`src/rtl/acc_pkg.sv`:
```
// Shared types and defaults for the product accumulator and the multiplier wrapper.
// The beat struct uses the default widths so the wrapper can carry a result as one bus.
package acc_pkg;

    typedef enum logic {
        ACCUM = 1'b0,
        HOLD  = 1'b1
    } acc_state_e;

    localparam int DATA_W_DEF = 32;
    localparam int ACC_LEN_DEF = 8;
    localparam int ACC_W_DEF = DATA_W_DEF + $clog2(ACC_LEN_DEF);
    localparam int CNT_W_DEF = $clog2(ACC_LEN_DEF + 1);

    typedef struct packed {
        logic [ACC_W_DEF-1:0] sum;
        logic [CNT_W_DEF-1:0] count;
    } acc_beat_t;

endpackage

```
`src/rtl/product_accumulator.sv`:
```
// Sums blocks of ACC_LEN unsigned products (or fewer on flush) and holds each
// block sum with its beat count on a valid/ready output until accepted.
//
// state | meaning
// ACCUM | accepting product beats into the partial sum
// HOLD  | block result presented on out_*, waiting for out_ready
module product_accumulator
    import acc_pkg::*;
#(
    parameter int DATA_W = DATA_W_DEF,
    parameter int ACC_LEN = ACC_LEN_DEF,
    localparam int ACC_W = DATA_W + $clog2(ACC_LEN),
    localparam int CNT_W = $clog2(ACC_LEN + 1)
) (
    input  logic              clk,
    input  logic              reset,
    input  logic              clear,
    input  logic              flush,
    input  logic              in_valid,
    input  logic [DATA_W-1:0] in_data,
    output logic              in_ready,
    output logic              out_valid,
    output logic [ACC_W-1:0]  out_data,
    output logic [CNT_W-1:0]  out_count,
    input  logic              out_ready
);

    localparam logic [CNT_W-1:0] LAST_CNT = CNT_W'(ACC_LEN - 1);

    acc_state_e       state;
    logic [ACC_W-1:0] acc;
    logic [CNT_W-1:0] cnt;
    logic [ACC_W-1:0] in_ext;
    logic [ACC_W-1:0] acc_next;

    // reset is folded in so in_ready drops the moment reset asserts
    assign in_ready = (state == ACCUM) && !clear && !reset;
    assign in_ext   = {{(ACC_W - DATA_W){1'b0}}, in_data};
    assign acc_next = acc + in_ext;

    always_ff @(posedge clk or posedge reset) begin
        if (reset) begin
            state     <= ACCUM;
            acc       <= '0;
            cnt       <= '0;
            out_valid <= 1'b0;
            out_data  <= '0;
            out_count <= '0;
        end else if (clear) begin
            state     <= ACCUM;
            acc       <= '0;
            cnt       <= '0;
            out_valid <= 1'b0;
        end else begin
            case (state)
                ACCUM: begin
                    if (in_valid) begin
                        if (flush || cnt == LAST_CNT) begin
                            out_data  <= acc_next;
                            out_count <= cnt + CNT_W'(1);
                            out_valid <= 1'b1;
                            acc       <= '0;
                            cnt       <= '0;
                            state     <= HOLD;
                        end else begin
                            acc <= acc_next;
                            cnt <= cnt + CNT_W'(1);
                        end
                    end else if (flush && cnt != '0) begin
                        out_data  <= acc;
                        out_count <= cnt;
                        out_valid <= 1'b1;
                        acc       <= '0;
                        cnt       <= '0;
                        state     <= HOLD;
                    end
                end
                HOLD: begin
                    if (out_ready) begin
                        out_valid <= 1'b0;
                        state     <= ACCUM;
                    end
                end
                default: state <= ACCUM;
            endcase
        end
    end

endmodule

```
`config.mk`:
```
export PLATFORM = sky130hd
export DESIGN_NAME = product_accumulator
export DESIGN_NICKNAME = d
export VERILOG_FILES = /design/src/rtl/acc_pkg.sv /design/src/rtl/product_accumulator.sv
export SDC_FILE = /design/constraint.sdc
export NUM_CORES = 1
export LEC_CHECK = 0
export BUFFER_PORTS_ARGS = -buffer_cell sky130_fd_sc_hd__clkbuf_2
export CAP_MARGIN = 20
export CORE_MARGIN = 2
export CORE_UTILIZATION = 58
export DETAILED_ROUTE_END_ITERATION = 10
export GPL_TIMING_DRIVEN = 0
export PLACE_DENSITY_LB_ADDON = 0.3
export SLEW_MARGIN = 25
export SYNTH_ARGS = -nofsm -noshare
export SYNTH_HDL_FRONTEND = slang
export SYNTH_SLANG_ARGS = --single-unit
```
`constraint.sdc`:
```
create_clock -name clk -period 4.1 [get_ports clk]
set_input_delay 0.82 -clock clk [delete_from_list [all_inputs] [get_ports clk]]
set_output_delay 0.82 -clock clk [all_outputs]
set_load 0.05 [all_outputs]
```
After elaboration in Yosys (flattened, before gate mapping)

Cells that the tools add are included.

Register bits after elaboration: 80
Bits of input ports: 38
Output and inout port bits: 41

Add/subtract/negate cells: 2
Equality and inequality tests: 6
Muxes and demuxes: 28
Bitwise operators: 2
Reduce and logical (&&, ||, !) cells: 12

Operators with widths:

| operator                                      | number |
|---|---|
| two-way mux 35 bit                            | 8 |
| adder 35 x 32 -> 35 bit                       | 1 |
| two-way mux 4 bit                             | 8 |
| two-way mux 1 bit                             | 10 |
| != test 4 x 3 -> 1 bit, second input constant | 2 |
| adder 4 x 1 -> 4 bit, second input constant   | 1 |
| == test 4 x 3 -> 1 bit, second input constant | 1 |
| case mux 1 bit (2 select lines)               | 2 |
| AND reduction 4 bit                           | 1 |
| nonzero test 4 bit                            | 1 |
| logical AND 1 bit                             | 3 |
| != test 3 bit, second input constant          | 1 |
| AND reduction 3 bit                           | 1 |
| nonzero test 3 bit                            | 1 |
| zero test 1 bit                               | 2 |
| != test 2 x 1 -> 1 bit, second input constant | 1 |
| != test 2 bit, second input constant          | 1 |
| inverter 1 bit                                | 2 |
| AND reduction 2 bit                           | 1 |
| nonzero test 2 bit                            | 1 |
| logical OR 1 bit                              | 1 |

Logic depth before layout (Yosys ltp)

Depth in word-level cells: 6
Depth in mapped cells: 10
Gate-level depth less buffers: 10

Worst setup path after synthesis

OpenSTA, ideal clock, no wires.

Path type: input port to flip-flop
From: input port in_data[0]
To: register out_data[34]
Setup time: 0.069 ns
Arrival time: 3.437 ns
Path slack: 0.593 ns
Stages: 10
Path buffers: 0
Cells stage by stage: ha_1 > fa_1 > a21o_1 > a31oi_1 > o21a_1 > o41a_1 > o41a_1 > o41ai_4 > mux2_1 > nand3_1

Cells in the longest elaborated chain, start to end: 3

Ends and longest elaborated chain:

| item                    | line                      | text |
|---|---|---|
| start: declaration      | product_accumulator.sv:20 | `input logic [DATA_W-1:0] in_data,` |
| adder 35 x 32 -> 35 bit | product_accumulator.sv:39 | `assign acc_next = acc + in_ext;` |
| two-way mux 35 bit      | product_accumulator.sv:58 | `if (flush \|\| cnt == LAST_CNT) begin` |
| two-way mux 35 bit      | product_accumulator.sv:57 | `if (in_valid) begin` |
| end signal: assignment  | product_accumulator.sv:59 | `out_data <= acc_next;` |
| end: declaration        | product_accumulator.sv:23 | `output logic [ACC_W-1:0] out_data,` |

Every way passes these cells. The select of a mux whose other input is x is not followed.
A chain may end at the register's enable or synchronous reset.

Worst setup path after layout

Ends and elaborated chain as after synthesis.

==> impl_metrics.py <==
metrics = {
    "status": {
        "outcome": "finished clean",
    },
    "timing": {
        "whs_ps": 461,
        "max-slew-margin-rel_pct": 37.5,
        "drv_slew": 0,
        "fin_skew_ps": 17.6,
        "rsz0062_at_grt": "no",
        "max_freq_ghz": 0.276,
        "period_share_pct": 88.3,
        "worstMarginPinSlew_ps": 925,
        "worst_slack_ps": 481,
        "tns_ps": 0,
        "setup_viol": 0,
        "final_hold_viol_count": 0,
        "period_needed_ps": 3620,
    },
    "layout": {
        "final_cells": 801,
        "postLayoutCoreUtil_pct": 68.8,
        "final_nets": 761,
        "drive_above_1_share_pct": 15.2,
        "fill_cells": 741,
        "synthToLayoutAreaGrowth_pct": 14.1,
        "diodes": 0,
    },
    "placed_design": {
        "place.gp.congestion": 0.969,
        "pre_cts_ws_ps": 132,
        "dp_hpwl_mm": 11.3,
        "port_buffers": 77,
        "dp.cells": 785,
    },
    "synthesis": {
        "yosysUniqueCellTypes": 52,
        "ys_seq_area_share_pct": 37.7,
        "synth-warning-count": 0,
        "synth_area_per_cell_um2": 8.87,
        "synthTopCellsByArea": "dfrtp_1 38%, ha_1 8.0%, a21oi_1 6.1%",
        "ys_seq_elements": 80,
        "synth-main-ff-cell": "dfrtp_1",
        "synth_top_area_cell": "dfrtp_1",
        "netlist_top_cells_count": "80 x dfrtp_1, 65 x a21oi_1, 64 x nand2_1",
        "synth-async-reset-ratio_pct": 100,
        "synth_most_common_cell": "dfrtp_1",
        "synth_cells": 599,
        "synth_edf_count": 0,
        "synth.cell_area_um2": 5310,
        "synth_top_area_share_pct": 37.7,
        "synthesis.nets": 672,
    },
    "route": {
        "route.final.wire_length_mm": 15.0,
        "drt-initial-drc-count": 369,
        "drcViolationCount": 0,
        "dr.pass1.iters": 4,
        "vias": 4947,
        "routedWlPerCell_um": 18.8,
        "viasPerCell": 6.18,
        "antenna_left": 0,
    },
    "critical_path": {
        "required_ps": 4410,
        "max_stage_delay_ps": 560,
        "critical_path.endpoint_type": "flop",
        "worst-path-max-fanout": 6,
        "worstPathArrival_ps": 3930,
        "path_class": "in -> reg",
        "cpMostUsedCell": "o41a_1",
        "path_cells": "clkbuf_2 -> ha_1 -> fa_1 -> a21o_1 -> a31oi_1 -> o21a_1 -> o41a_1 -> o41a_1 -> o41ai_4 -> mux2_1 -> nand3_1",
        "startpoint_type": "input port",
        "crit_slowest_cell": "o41ai_4",
    },
    "die": {
        "core_um2": 8810,
        "io_pins": 79,
        "die_height_um": 99.7,
        "start_util_pct": 60.3,
        "die_area_um2": 9940,
        "die_w_um": 99.7,
        "rows": 34,
    },
    "grt": {
        "grt_pass1_wl_mm": 24.5,
        "grt_pass1_vias": 4920,
        "antenna_found_initial": 0,
        "grt_max_degree": 49,
        "overflow": 0,
        "grt_usage_pct": 31.5,
    },
    "cts": {
        "cts_max_path_buffers": 2,
        "cts_resized": 0,
        "cts.clk_slew.worst_paths_ps": 90,
        "clkLatencyLatePin_ps": 370,
        "cts_setup_buffers": 0,
        "htreeDepth": 3,
        "cts-buffers-inserted": 9,
        "cts.hold.buffers_added": 0,
        "clock-sinks": 80,
        "root_buffer": "clkbuf_8",
        "cts_tree": "done",
    },
    "flow_run": {
        "max_cap_viol_count": 0,
    },
    "power": {
        "peakVddDrop_mv": 0.262,
        "power.density_nw_per_um2": 415,
        "p_leak_nw": 2.85,
    },
    "hold_path": {
        "holdCritPathClass": "in -> async",
    },
}
placed cells by master, fill, tap and decap left out, types with 3 or more instances in the layout:
master,n
a21oi_1,65
o21ai_0,54
nor2_1,42
a31oi_1,7
o211ai_1,4
nor3b_1,4
xnor2_1,21
clkbuf_8,11
nand4_1,7
o32ai_1,4
nand3b_1,7
clkbuf_1,30
o31ai_1,4
a21o_1,6
mux2i_1,25
or3_1,3
inv_6,3
o21a_1,6
buf_2,4
nand2_1,64
a22o_1,25
xor2_1,11
buf_1,3
inv_1,14
nand3_1,16
ha_1,34
a211o_1,5
dfrtp_1,80
nor2b_1,3
clkbuf_2,77
nand2b_1,4
nor3_1,10
a211oi_1,4
state kept, by name (all words and copies together), names as in the netlist:
register	cells
out_valid	1
out_count	4
state	1
out_data	35
acc	35
cnt	4
stage by stage:
stage	total power, mW	cell area [um2]
after floorplan	1.68	5310
after global placement	1.90	5830
after detailed placement	1.93	5860
after CTS	2.51	6060
after global routing	2.64	6060
final	2.51	6060
cell families after synthesis:
| group | after synthesis | synth area share, % |
|---|---|---|
| flops | 80 | 37.7 |
| buf+inv | 52 | 3.77 |
| fa+ha+maj | 35 | 8.39 |
| compound gates | 202 | 24.5 |
| xor+xnor | 32 | 5.28 |
| simple gates | 169 | 14.8 |
| mux | 29 | 5.56 |
final cells by class:
| cell class | instances | area, um2 | area share [%] |
|---|---|---|---|
| Tap cell | 108 | 135 | 2.23 |
| Inverter | 15 | 58.8 | 0.971 |
| Timing Repair Buffer | 78 | 413 | 6.82 |
| Clock inverter | 5 | 45.0 | 0.743 |
| Multi-Input combinational cell | 467 | 3110 | 51.3 |
| Buffer | 37 | 144 | 2.38 |
| Sequential cell | 80 | 2000 | 33.0 |
| Clock buffer | 11 | 151 | 2.50 |
final timing paths:
path | start | to | slack [ps] | cells after the start
min in group clk | out_data[26] | out_data[26] | 480 | 2
max in group asynchronous | reset | out_data[18] | 3010 | 3
hold / removal | reset | out_data[0] | 460 | 2
setup / recovery | in_data[0] | out_data[34] | 480 | 11
hold reg to reg | out_data[26] | out_data[26] | 480 | 2
setup reg to reg | acc[0] | out_data[34] | 620 | 10
report_power, final:
group | leakage, nW | switching, mW | internal, mW | total (mW)
clock network | 0.0989 | 0.327 | 0.264 | 0.591
logic | 1.70 | 0.681 | 0.259 | 0.941
registers | 1.05 | 0.0798 | 0.901 | 0.981
total | 2.85 | 1.09 | 1.42 | 2.51
per-layer routing:
layer  part of all wire, %  GRT usage (%)  wire [um]
met2                    47           50.7       7030
met5                     0              0          0
met1                    45           43.9       6700
met4                   1.8           10.0        267
met3                   6.9           4.99       1030
critical path: cells and delay by family:
kind / cells / cell delay, ps
AOI/OAI and AO/OA: 6 / 2170
adders and majority gates: 2 / 410
muxes: 1 / 370
buffers and inverters: 1 / 80
and+or+nand+nor: 1 / 70
(Power assumes the default switching activity.)
